--- src/rtl/lcd_rx_pkg.sv ---
// Shared FSM type, CRC constants and helpers for the LCD timing receiver.
package lcd_rx_pkg;

    localparam int unsigned CW_DEFAULT = 11;
    localparam logic [15:0] CRC_POLY   = 16'h1021;
    localparam logic [15:0] CRC_INIT   = 16'hFFFF;

    typedef enum logic [1:0] {StSearch, StMeasure, StCheck, StLocked} rx_state_e;

    // One 16-bit data word folded into the CRC, MSB first.
    function automatic logic [15:0] crc16_step(input logic [15:0] crc, input logic [15:0] data);
        logic [15:0] c;
        c = crc;
        for (int i = 15; i >= 0; i--) begin
            if (c[15] ^ data[i]) begin
                c = {c[14:0], 1'b0} ^ CRC_POLY;
            end else begin
                c = {c[14:0], 1'b0};
            end
        end
        return c;
    endfunction

endpackage

--- src/rtl/lcd_frame_crc16.sv ---
// Running CRC-16-CCITT over one pixel word per enabled cycle; init restarts the frame.
module lcd_frame_crc16
    import lcd_rx_pkg::*;
(
    input  logic        clk,
    input  logic        rst_n,
    input  logic        init,
    input  logic        en,
    input  logic [15:0] data,
    output logic [15:0] crc
);

    logic [15:0] base;

    // A pixel on the init cycle belongs to the new frame.
    assign base = init ? CRC_INIT : crc;

    always_ff @(posedge clk or negedge rst_n) begin
        if (!rst_n) begin
            crc <= CRC_INIT;
        end else if (en) begin
            crc <= crc16_step(base, data);
        end else if (init) begin
            crc <= CRC_INIT;
        end
    end

endmodule

--- src/rtl/lcd_timing_rx.sv ---
// Parallel RGB LCD timing monitor: pixel coordinates, frame geometry and lock detection.
// Optional per-frame pixel CRC is built when LCD_RX_FRAME_CRC_EN is defined.
module lcd_timing_rx
    import lcd_rx_pkg::*;
#(
    parameter int unsigned CW              = CW_DEFAULT,
    parameter int unsigned LOCK_FRAMES     = 2,
    parameter bit          SYNC_ACTIVE_LOW = 1'b1
) (
    input  logic          CLK,
    input  logic          nRST,
    input  logic          HSYNC,
    input  logic          VSYNC,
    input  logic          DE,
    output logic [CW-1:0] X,
    output logic [CW-1:0] Y,
    output logic          PIX_VALID,
    output logic          FRAME_START,
    output logic [CW-1:0] ACT_W,
    output logic [CW-1:0] ACT_H,
    output logic [CW-1:0] H_TOTAL,
    output logic [CW-1:0] V_TOTAL,
    output logic          LOCKED,
    output logic          ERR
`ifdef LCD_RX_FRAME_CRC_EN
    ,
    input  logic [4:0]    R,
    input  logic [5:0]    G,
    input  logic [4:0]    B,
    output logic [15:0]   FRAME_CRC,
    output logic          CRC_VALID
`endif
);

    localparam logic [CW-1:0] CMAX = '1;

    function automatic logic [CW-1:0] inc(input logic [CW-1:0] v);
        return (v == CMAX) ? v : v + 1'b1;
    endfunction

    rx_state_e     state;
    logic [7:0]    match_cnt, match_nx;
    logic          hs_now, vs_now, hs_prev, vs_prev, de_prev;
    logic          hs_rise, vs_rise, de_rise, de_fall;
    logic [CW-1:0] h_cnt, v_cnt, row, lines, cur_w, cur_h;
    logic [CW-1:0] line_w, cur_w_nx, cur_h_nx;
    logic          sat, frame_eq, line_bad, frame_evt, store_cand;

    assign hs_now  = HSYNC ^ SYNC_ACTIVE_LOW;
    assign vs_now  = VSYNC ^ SYNC_ACTIVE_LOW;
    assign hs_rise = hs_now & ~hs_prev;
    assign vs_rise = vs_now & ~vs_prev;
    assign de_rise = DE & ~de_prev;
    assign de_fall = ~DE & de_prev;

    // On the DE fall cycle X still holds the last column of the line.
    assign line_w   = inc(X);
    assign cur_w_nx = de_fall ? line_w : cur_w;
    assign cur_h_nx = hs_rise ? h_cnt : cur_h;
    assign match_nx = match_cnt + 8'd1;

    assign sat = (h_cnt == CMAX) | (v_cnt == CMAX) | (X == CMAX) | (row == CMAX) |
                 (lines == CMAX);
    assign frame_eq = (cur_w_nx == ACT_W) && (lines == ACT_H) &&
                      (cur_h_nx == H_TOTAL) && (v_cnt == V_TOTAL);
    assign line_bad = (de_fall && (line_w != ACT_W)) || (hs_rise && (h_cnt != H_TOTAL));

    assign frame_evt  = vs_rise & ~sat & ~((state == StLocked) & line_bad);
    assign store_cand = frame_evt & ((state == StMeasure) |
                        (((state == StCheck) | (state == StLocked)) & ~frame_eq));

    always_ff @(posedge CLK or negedge nRST) begin
        if (!nRST) begin
            hs_prev     <= 1'b0;
            vs_prev     <= 1'b0;
            de_prev     <= 1'b0;
            h_cnt       <= '0;
            v_cnt       <= '0;
            row         <= '0;
            lines       <= '0;
            cur_w       <= '0;
            cur_h       <= '0;
            X           <= '0;
            Y           <= '0;
            PIX_VALID   <= 1'b0;
            FRAME_START <= 1'b0;
        end else begin
            hs_prev     <= hs_now;
            vs_prev     <= vs_now;
            de_prev     <= DE;
            h_cnt       <= hs_rise ? CW'(1) : inc(h_cnt);
            cur_h       <= cur_h_nx;
            cur_w       <= cur_w_nx;
            PIX_VALID   <= DE;
            FRAME_START <= vs_rise;
            if (vs_rise) begin
                v_cnt <= CW'(1);
                lines <= {{(CW-1){1'b0}}, de_rise};
                row   <= '0;
            end else begin
                if (hs_rise) v_cnt <= inc(v_cnt);
                if (de_rise) lines <= inc(lines);
                if (de_fall) row <= inc(row);
            end
            if (DE) begin
                X <= de_rise ? '0 : inc(X);
                Y <= vs_rise ? '0 : row;
            end
        end
    end

    always_ff @(posedge CLK or negedge nRST) begin
        if (!nRST) begin
            state     <= StSearch;
            match_cnt <= '0;
            LOCKED    <= 1'b0;
            ERR       <= 1'b0;
            ACT_W     <= '0;
            ACT_H     <= '0;
            H_TOTAL   <= '0;
            V_TOTAL   <= '0;
        end else begin
            ERR <= 1'b0;
            if (store_cand) begin
                ACT_W   <= cur_w_nx;
                ACT_H   <= lines;
                H_TOTAL <= cur_h_nx;
                V_TOTAL <= v_cnt;
            end
            if (sat) begin
                state  <= StSearch;
                LOCKED <= 1'b0;
                ERR    <= LOCKED;
            end else if ((state == StLocked) && line_bad) begin
                ERR    <= 1'b1;
                LOCKED <= 1'b0;
                state  <= StMeasure;
            end else if (vs_rise) begin
                unique case (state)
                    StSearch: state <= StMeasure;
                    StMeasure: begin
                        match_cnt <= '0;
                        state     <= StCheck;
                    end
                    StCheck: begin
                        if (frame_eq) begin
                            match_cnt <= match_nx;
                            if (32'(match_nx) >= LOCK_FRAMES) begin
                                state  <= StLocked;
                                LOCKED <= 1'b1;
                            end
                        end else begin
                            match_cnt <= '0;
                        end
                    end
                    StLocked: begin
                        if (!frame_eq) begin
                            ERR       <= 1'b1;
                            LOCKED    <= 1'b0;
                            match_cnt <= '0;
                            state     <= StCheck;
                        end
                    end
                    default: state <= StSearch;
                endcase
            end
        end
    end

`ifdef LCD_RX_FRAME_CRC_EN
    logic [15:0] crc_cur;
    logic        crc_armed;

    lcd_frame_crc16 u_crc (
        .clk  (CLK),
        .rst_n(nRST),
        .init (vs_rise),
        .en   (DE),
        .data ({R, G, B}),
        .crc  (crc_cur)
    );

    // The frame cut short by reset release is never reported.
    always_ff @(posedge CLK or negedge nRST) begin
        if (!nRST) begin
            FRAME_CRC <= '0;
            CRC_VALID <= 1'b0;
            crc_armed <= 1'b0;
        end else begin
            CRC_VALID <= vs_rise & crc_armed;
            if (vs_rise) begin
                crc_armed <= 1'b1;
                if (crc_armed) FRAME_CRC <= crc_cur;
            end
        end
    end
`endif

endmodule

--- config.mk ---
export PLATFORM = sky130hd
export DESIGN_NAME = lcd_timing_rx
export DESIGN_NICKNAME = d
export VERILOG_FILES = /design/src/rtl/lcd_rx_pkg.sv /design/src/rtl/lcd_frame_crc16.sv /design/src/rtl/lcd_timing_rx.sv
export SDC_FILE = /design/constraint.sdc
export NUM_CORES = 1
export LEC_CHECK = 0
export CORE_MARGIN = 3
export CORE_UTILIZATION = 60
export CTS_BUF_LIST = sky130_fd_sc_hd__clkbuf_2 sky130_fd_sc_hd__clkbuf_4 sky130_fd_sc_hd__clkbuf_8
export CTS_CLUSTER_DIAMETER = 50
export DETAILED_ROUTE_END_ITERATION = 7
export PLACE_DENSITY = 0.82
export SYNTH_ARGS = -nofsm -noshare
export SYNTH_HDL_FRONTEND = slang
export SYNTH_SLANG_ARGS = --single-unit
--- constraint.sdc ---
create_clock -name CLK -period 3.7 [get_ports CLK]
set_input_delay 0.555 -clock CLK [delete_from_list [all_inputs] [get_ports CLK]]
set_output_delay 0.555 -clock CLK [all_outputs]
set_load 0.01 [all_outputs]
**Word level (Yosys, flattened, before mapping)**

Index checks and enable logic that the tools add are counted.

- Output and inout port bits: 70
- Word-level logic and storage cells: 132
- Register bits after elaboration: 148

- Order comparisons: 1
- Reductions and logical operators: 20
- Bitwise operators: 25
- Add/sub/neg operators: 6
- Eq/ne operators: 22
- Mux-type cells: 38

Operators with widths:

| kind | count |
|---|---|
| $mux 11 | 16 |
| $add 11x1->11 const B | 5 |
| $eq 11x11->1 const B | 5 |
| $eq 11x11->1 | 4 |
| $pmux 8 s3 | 1 |
| $ne 11x11->1 | 2 |
| $mux 8 | 2 |
| $mux 2 | 6 |
| $mux 1 | 11 |
| $ne 2x2->1 const B | 5 |
| $not 1->1 | 10 |
| $reduce_and 5->1 | 2 |
| $and 1x1->1 | 9 |
| $add 8x1->8 const B | 1 |
| $ge 8x2->1 const B | 1 |
| $ne 4x3->1 const B | 2 |
| $pmux 2 s4 | 1 |
| $logic_and 1x1->1 | 6 |
| $or 1x1->1 | 6 |
| $reduce_and 2->1 | 3 |
| $reduce_bool 2->1 | 3 |
| $reduce_bool 3->1 | 2 |
| $eq 2x2->1 const B | 2 |
| $ne 4x2->1 const B | 1 |
| 6 further kinds | 6 |

**Longest topological paths before layout**

- Word-level depth: 12
- Depth in mapped cells: 12
- Mapped depth without buffers: 9

**Worst setup path after synthesis**

Ideal clock, no wire load.

- Kind: input to register
- Start: in HSYNC
- End: reg ACT_H[0]
- Stages: 10
- Setup time: 0.125 ns
- Path slack: 0.570 ns
- Arrival time: 3.005 ns
- Data required time: 3.575 ns
- Cell sequence: buf_2 > nor2_1 > mux2_2 > a211oi_1 > nand3_1 > nor4_2 > nand4_4 > nand3_4 > buf_12 > mux2_4

- Cells in the longest elaborated chain, start to end: 10

Ends and longest elaborated chain:

| item | line | source |
|---|---|---|
| from (decl) | lcd_timing_rx.sv:12 | `input logic HSYNC,` |
| $not 1->1 (no source line) | n/a |  |
| $and 1x1->1 | lcd_timing_rx.sv:51 | `assign hs_rise = hs_now & ~hs_prev;` |
| $mux 11 | lcd_timing_rx.sv:59 | `assign cur_h_nx = hs_rise ? h_cnt : cur_h;` |
| named net cur_h_nx[4] | lcd_timing_rx.sv:46 | `logic [CW-1:0] line_w, cur_w_nx, cur_h_nx;` |
| $eq 11x11->1 | lcd_timing_rx.sv:65 | `(cur_h_nx == H_TOTAL) && (v_cnt == V_TOTAL);` |
| $logic_and 1x1->1 | lcd_timing_rx.sv:64 | `assign frame_eq = (cur_w_nx == ACT_W) && (lines == ACT_H) &&` |
| $logic_and 1x1->1 | lcd_timing_rx.sv:65 |  |
| $not 1->1 | lcd_timing_rx.sv:70 | `(((state == StCheck) \| (state == StLocked)) & ~frame_eq));` |
| $and 1x1->1 | lcd_timing_rx.sv:70 |  |
| $or 1x1->1 | lcd_timing_rx.sv:69 | `assign store_cand = frame_evt & ((state == StMeasure) \|` |
| $and 1x1->1 | lcd_timing_rx.sv:69 |  |
| to (signal assigned) | lcd_timing_rx.sv:126 | `ACT_H <= lines;` |
| to (decl) | lcd_timing_rx.sv:20 | `output logic [CW-1:0] ACT_H,` |

The timed path passes the listed nets, and every way through them passes these cells.
A chain may end at the register's enable or synchronous reset.

**Worst setup path after layout**

- Start: reg X[0]
- End: reg match_cnt[4]

- Cells in the longest elaborated chain, start to end: 9

Ends and longest elaborated chain:

| item | line | source |
|---|---|---|
| from (decl) | lcd_timing_rx.sv:15 | `output logic [CW-1:0] X,` |
| from (signal assigned) | lcd_timing_rx.sv:106 | `X <= de_rise ? '0 : inc(X);` |
| $add 11x1->11 or $eq 11x11->1 (tied branches) | lcd_timing_rx.sv:38, lcd_timing_rx.sv:62 |  |
| $mux 11 | n/a |  |
| $mux 11 | lcd_timing_rx.sv:58 | `assign cur_w_nx = de_fall ? line_w : cur_w;` |
| $eq 11x11->1 | lcd_timing_rx.sv:64 |  |
| $logic_and 1x1->1 (2 in a row) | lcd_timing_rx.sv:64 |  |
| $logic_and 1x1->1 | lcd_timing_rx.sv:65 |  |
| $ne 2x2->1 (no source line) or $mux 8 (tied branches) | n/a |  |
| $reduce_and 5->1 (no source line) or $pmux 8 s3 (tied branches) | n/a |  |
| to (signal assigned) | lcd_timing_rx.sv:147 | `match_cnt <= match_nx;` |
| to (decl) | lcd_timing_rx.sv:42 | `logic [7:0] match_cnt, match_nx;` |

Several ways; a longest one is shown, not always the timed one.

==> results.txt <==
Seq cells post-synth: 148
Setup violations, final: 0
Vias per cell: 6.26
Tcrit/Tclk final: 0.924
Wire length per cell: 19.6 um
Leakage power total: 4.41 nW
Top-Level Pins: 75
Pre-CTS setup slack: -0.0933 ns
Die W: 125 um
Syn_area_per_cell: 9.96 um^2
Most common cell after layout, fill and taps aside: dfrtp_1
Antenna Diode Count: 0
Synth cell types: 81
Most frequent cells in the layout: dfrtp_1 (148), clkdlybuf4s50_1 (73), nor2_1 (61)
Multi-input gate area: 4360 um^2
Root Driver: clkbuf_8
Setup bufs post-CTS: 0
Hold WC Path Type: in2async
Final nets: 950
Drt drc: 0
Tot Pwr: 4.90 mW
Grt ovf: 0
Post-DRT Antenna Nets: 0
Worst R2R Path Depth: 11
Clock tree sinks: 148
Final Slew Violations: 0
Synth Warn #: 0
Hold_ws: 0.138 ns
Max-cap violations: 0
EDFF count, synth: 0
# hold bufs at CTS: 0
Post-DP HPWL: 15.7 mm
Clock-pin slew of the registers on the worst-case setup and hold paths: 0.08 ns
CP Capture Type: flip-flop
Initial detailed-routing violation count: 720
Row count: 42
Critical Path AT: 3.77 ns
Post-cts resize count: 0
Die H: 125 um
Gate Count Post-Synth: 858
Clk Latency, worst-skew pair: 0.47 ns
Layout cells sized above 1: 0.149
Unrepaired setup endpoints after global routing: false
Worst setup margin: 0.282 ns
Via count: 7060
Core area: 13600 um^2
Post-Syn Area: 8550 um^2
Post-DP Area: 9540 um^2
Initial antenna violation count: 0
Clk buf depth: 2
Asr flop ratio synth: 1.00
Worst Tran Pin Value: 0.811 ns
Number of global-route vias before repair: 7064
Area delta synth->final: 16.6%
Relative slew slack: 0.455
Post-synthesis sequential area ratio: 0.433
F_max: 293 MHz
Synthesized Nets: 870
First-pass GRT wire length: 36.2 mm
First-pass detailed-route iteration total: 8
Clk_skew: 0.0130 ns
Cts bufs inserted: 17
Critical path class: reg2reg
Reg area: 3700 um^2
Port buffer count: 74
Final wirelength: 22.1 mm
IR drop worst, VDD: 0.291 mV
TritonCTS clock tree: built
Gpl congestion: 0.909
# fillers: 1004
Final Hold Viols: 0
Total GRT Usage: 0.284
Startpoint Class: flip-flop
Largest area contributor in the netlist: dfrtp_1
Crit path time final: 3.42 ns
Post-route cell area: 9970 um^2
H-tree Lvls: 4
Outcome: complete, no violations
P per Cell Area: 492 nW/um^2
Top cell type's share of synthesized area: 0.433
Initial core utilization: 0.628
Top FF cell, synth: dfrtp_1
Critical Path RT: 4.05 ns
Worst-path maximum fanout: 16
Dominant cells by area after synthesis: dfrtp_1 (43%), mux2_4 (7.0%), xnor2_1 (4.6%)
Die footprint: 15700 um^2
Pin count of the biggest net entering global routing: 80
-- flip-flops by register name, summed over array words and instances, names as in the netlist, 11 cells and up --
signal and flops:
lines 11, ACT_W 11, cur_h 11, X 11, row 11, ACT_H 11, Y 11, V_TOTAL 11
v_cnt 11, h_cnt 11, H_TOTAL 11, cur_w 11
-- metal layers --
layer,vias up,part of all wire,GRT usage
li1,3219,-,-
met1,3490,0.42,0.380
met2,307,0.50,0.467
met3,44,0.060,0.0520
met4,0,0.021,0.0976
met5,-,0,0
-- synthesized netlist by cell type (12+ instances only) --
library cell,count
nand3_1,46
inv_1,41
xor2_1,33
and3_1,17
xnor2_1,45
dfrtp_1,148
or3_1,12
nand2_1,51
o21ai_0,53
nand4_1,25
mux2_4,40
nand2b_1,15
a31oi_1,12
a21oi_1,48
clkbuf_1,22
buf_2,16
nor2_1,61
-- report_power, final --
group / switching, mW / leakage [nW] / internal, mW
Sequential: 0.294 / 2.00 / 1.79
Clock: 0.644 / 0.205 / 0.709
Combinational: 0.705 / 2.21 / 0.754
-- stage by stage --
stage	TNS, ns	util	cells
after floorplan	0	-	858
after global placement	-1.61	0.701	1095
after detailed placement	-2.86	0.701	1095
after CTS	0	0.732	1127
after global routing	0	0.732	1127
final	0	0.732	1127
-- cell families after synthesis --
logic type      share of synthesized area
compound gates                      0.141
xor+xnor                           0.0825
fa+ha+maj                          0.0102
buf+inv                            0.0571
flops                               0.433
mux                                0.0828
simple gates                        0.193
-- final cells by class --
cell class | count | share of cell area
Timing Repair Buffer | 114 | 0.111
Clock buffer | 20 | 0.0270
Multi-Input combinational cell | 615 | 0.437
Tap cell | 176 | 0.0221
Inverter | 42 | 0.0158
Clock inverter | 12 | 0.0153
Sequential cell | 148 | 0.372
-- worst paths after layout --
path | to | slack, ns | startpoint
setup / recovery | match_cnt[4] | 0.28 | X[0]
hold / removal | cur_h[4] | 0.14 | nRST
setup reg to reg | match_cnt[4] | 0.28 | X[0]
hold reg to reg | cur_w[6] | 0.52 | cur_w[6]
max in group asynchronous | row[7] | 2.74 | nRST
min in group CLK | cur_w[6] | 0.52 | cur_w[6]
-- critical path, stage by stage (launching register included) --
cell	delay (ns)
dfrtp_1	0.36
ha_1	0.18
and3_1	0.59
nand3_2	0.17
buf_4	0.23
a211oi_1	0.34
o2111ai_1	0.26
nor4_1	0.35
a21oi_1	0.23
o21bai_4	0.25
buf_4	0.16
a21o_1	0.17
No activity file was read; power rests on OpenSTA's default activity.
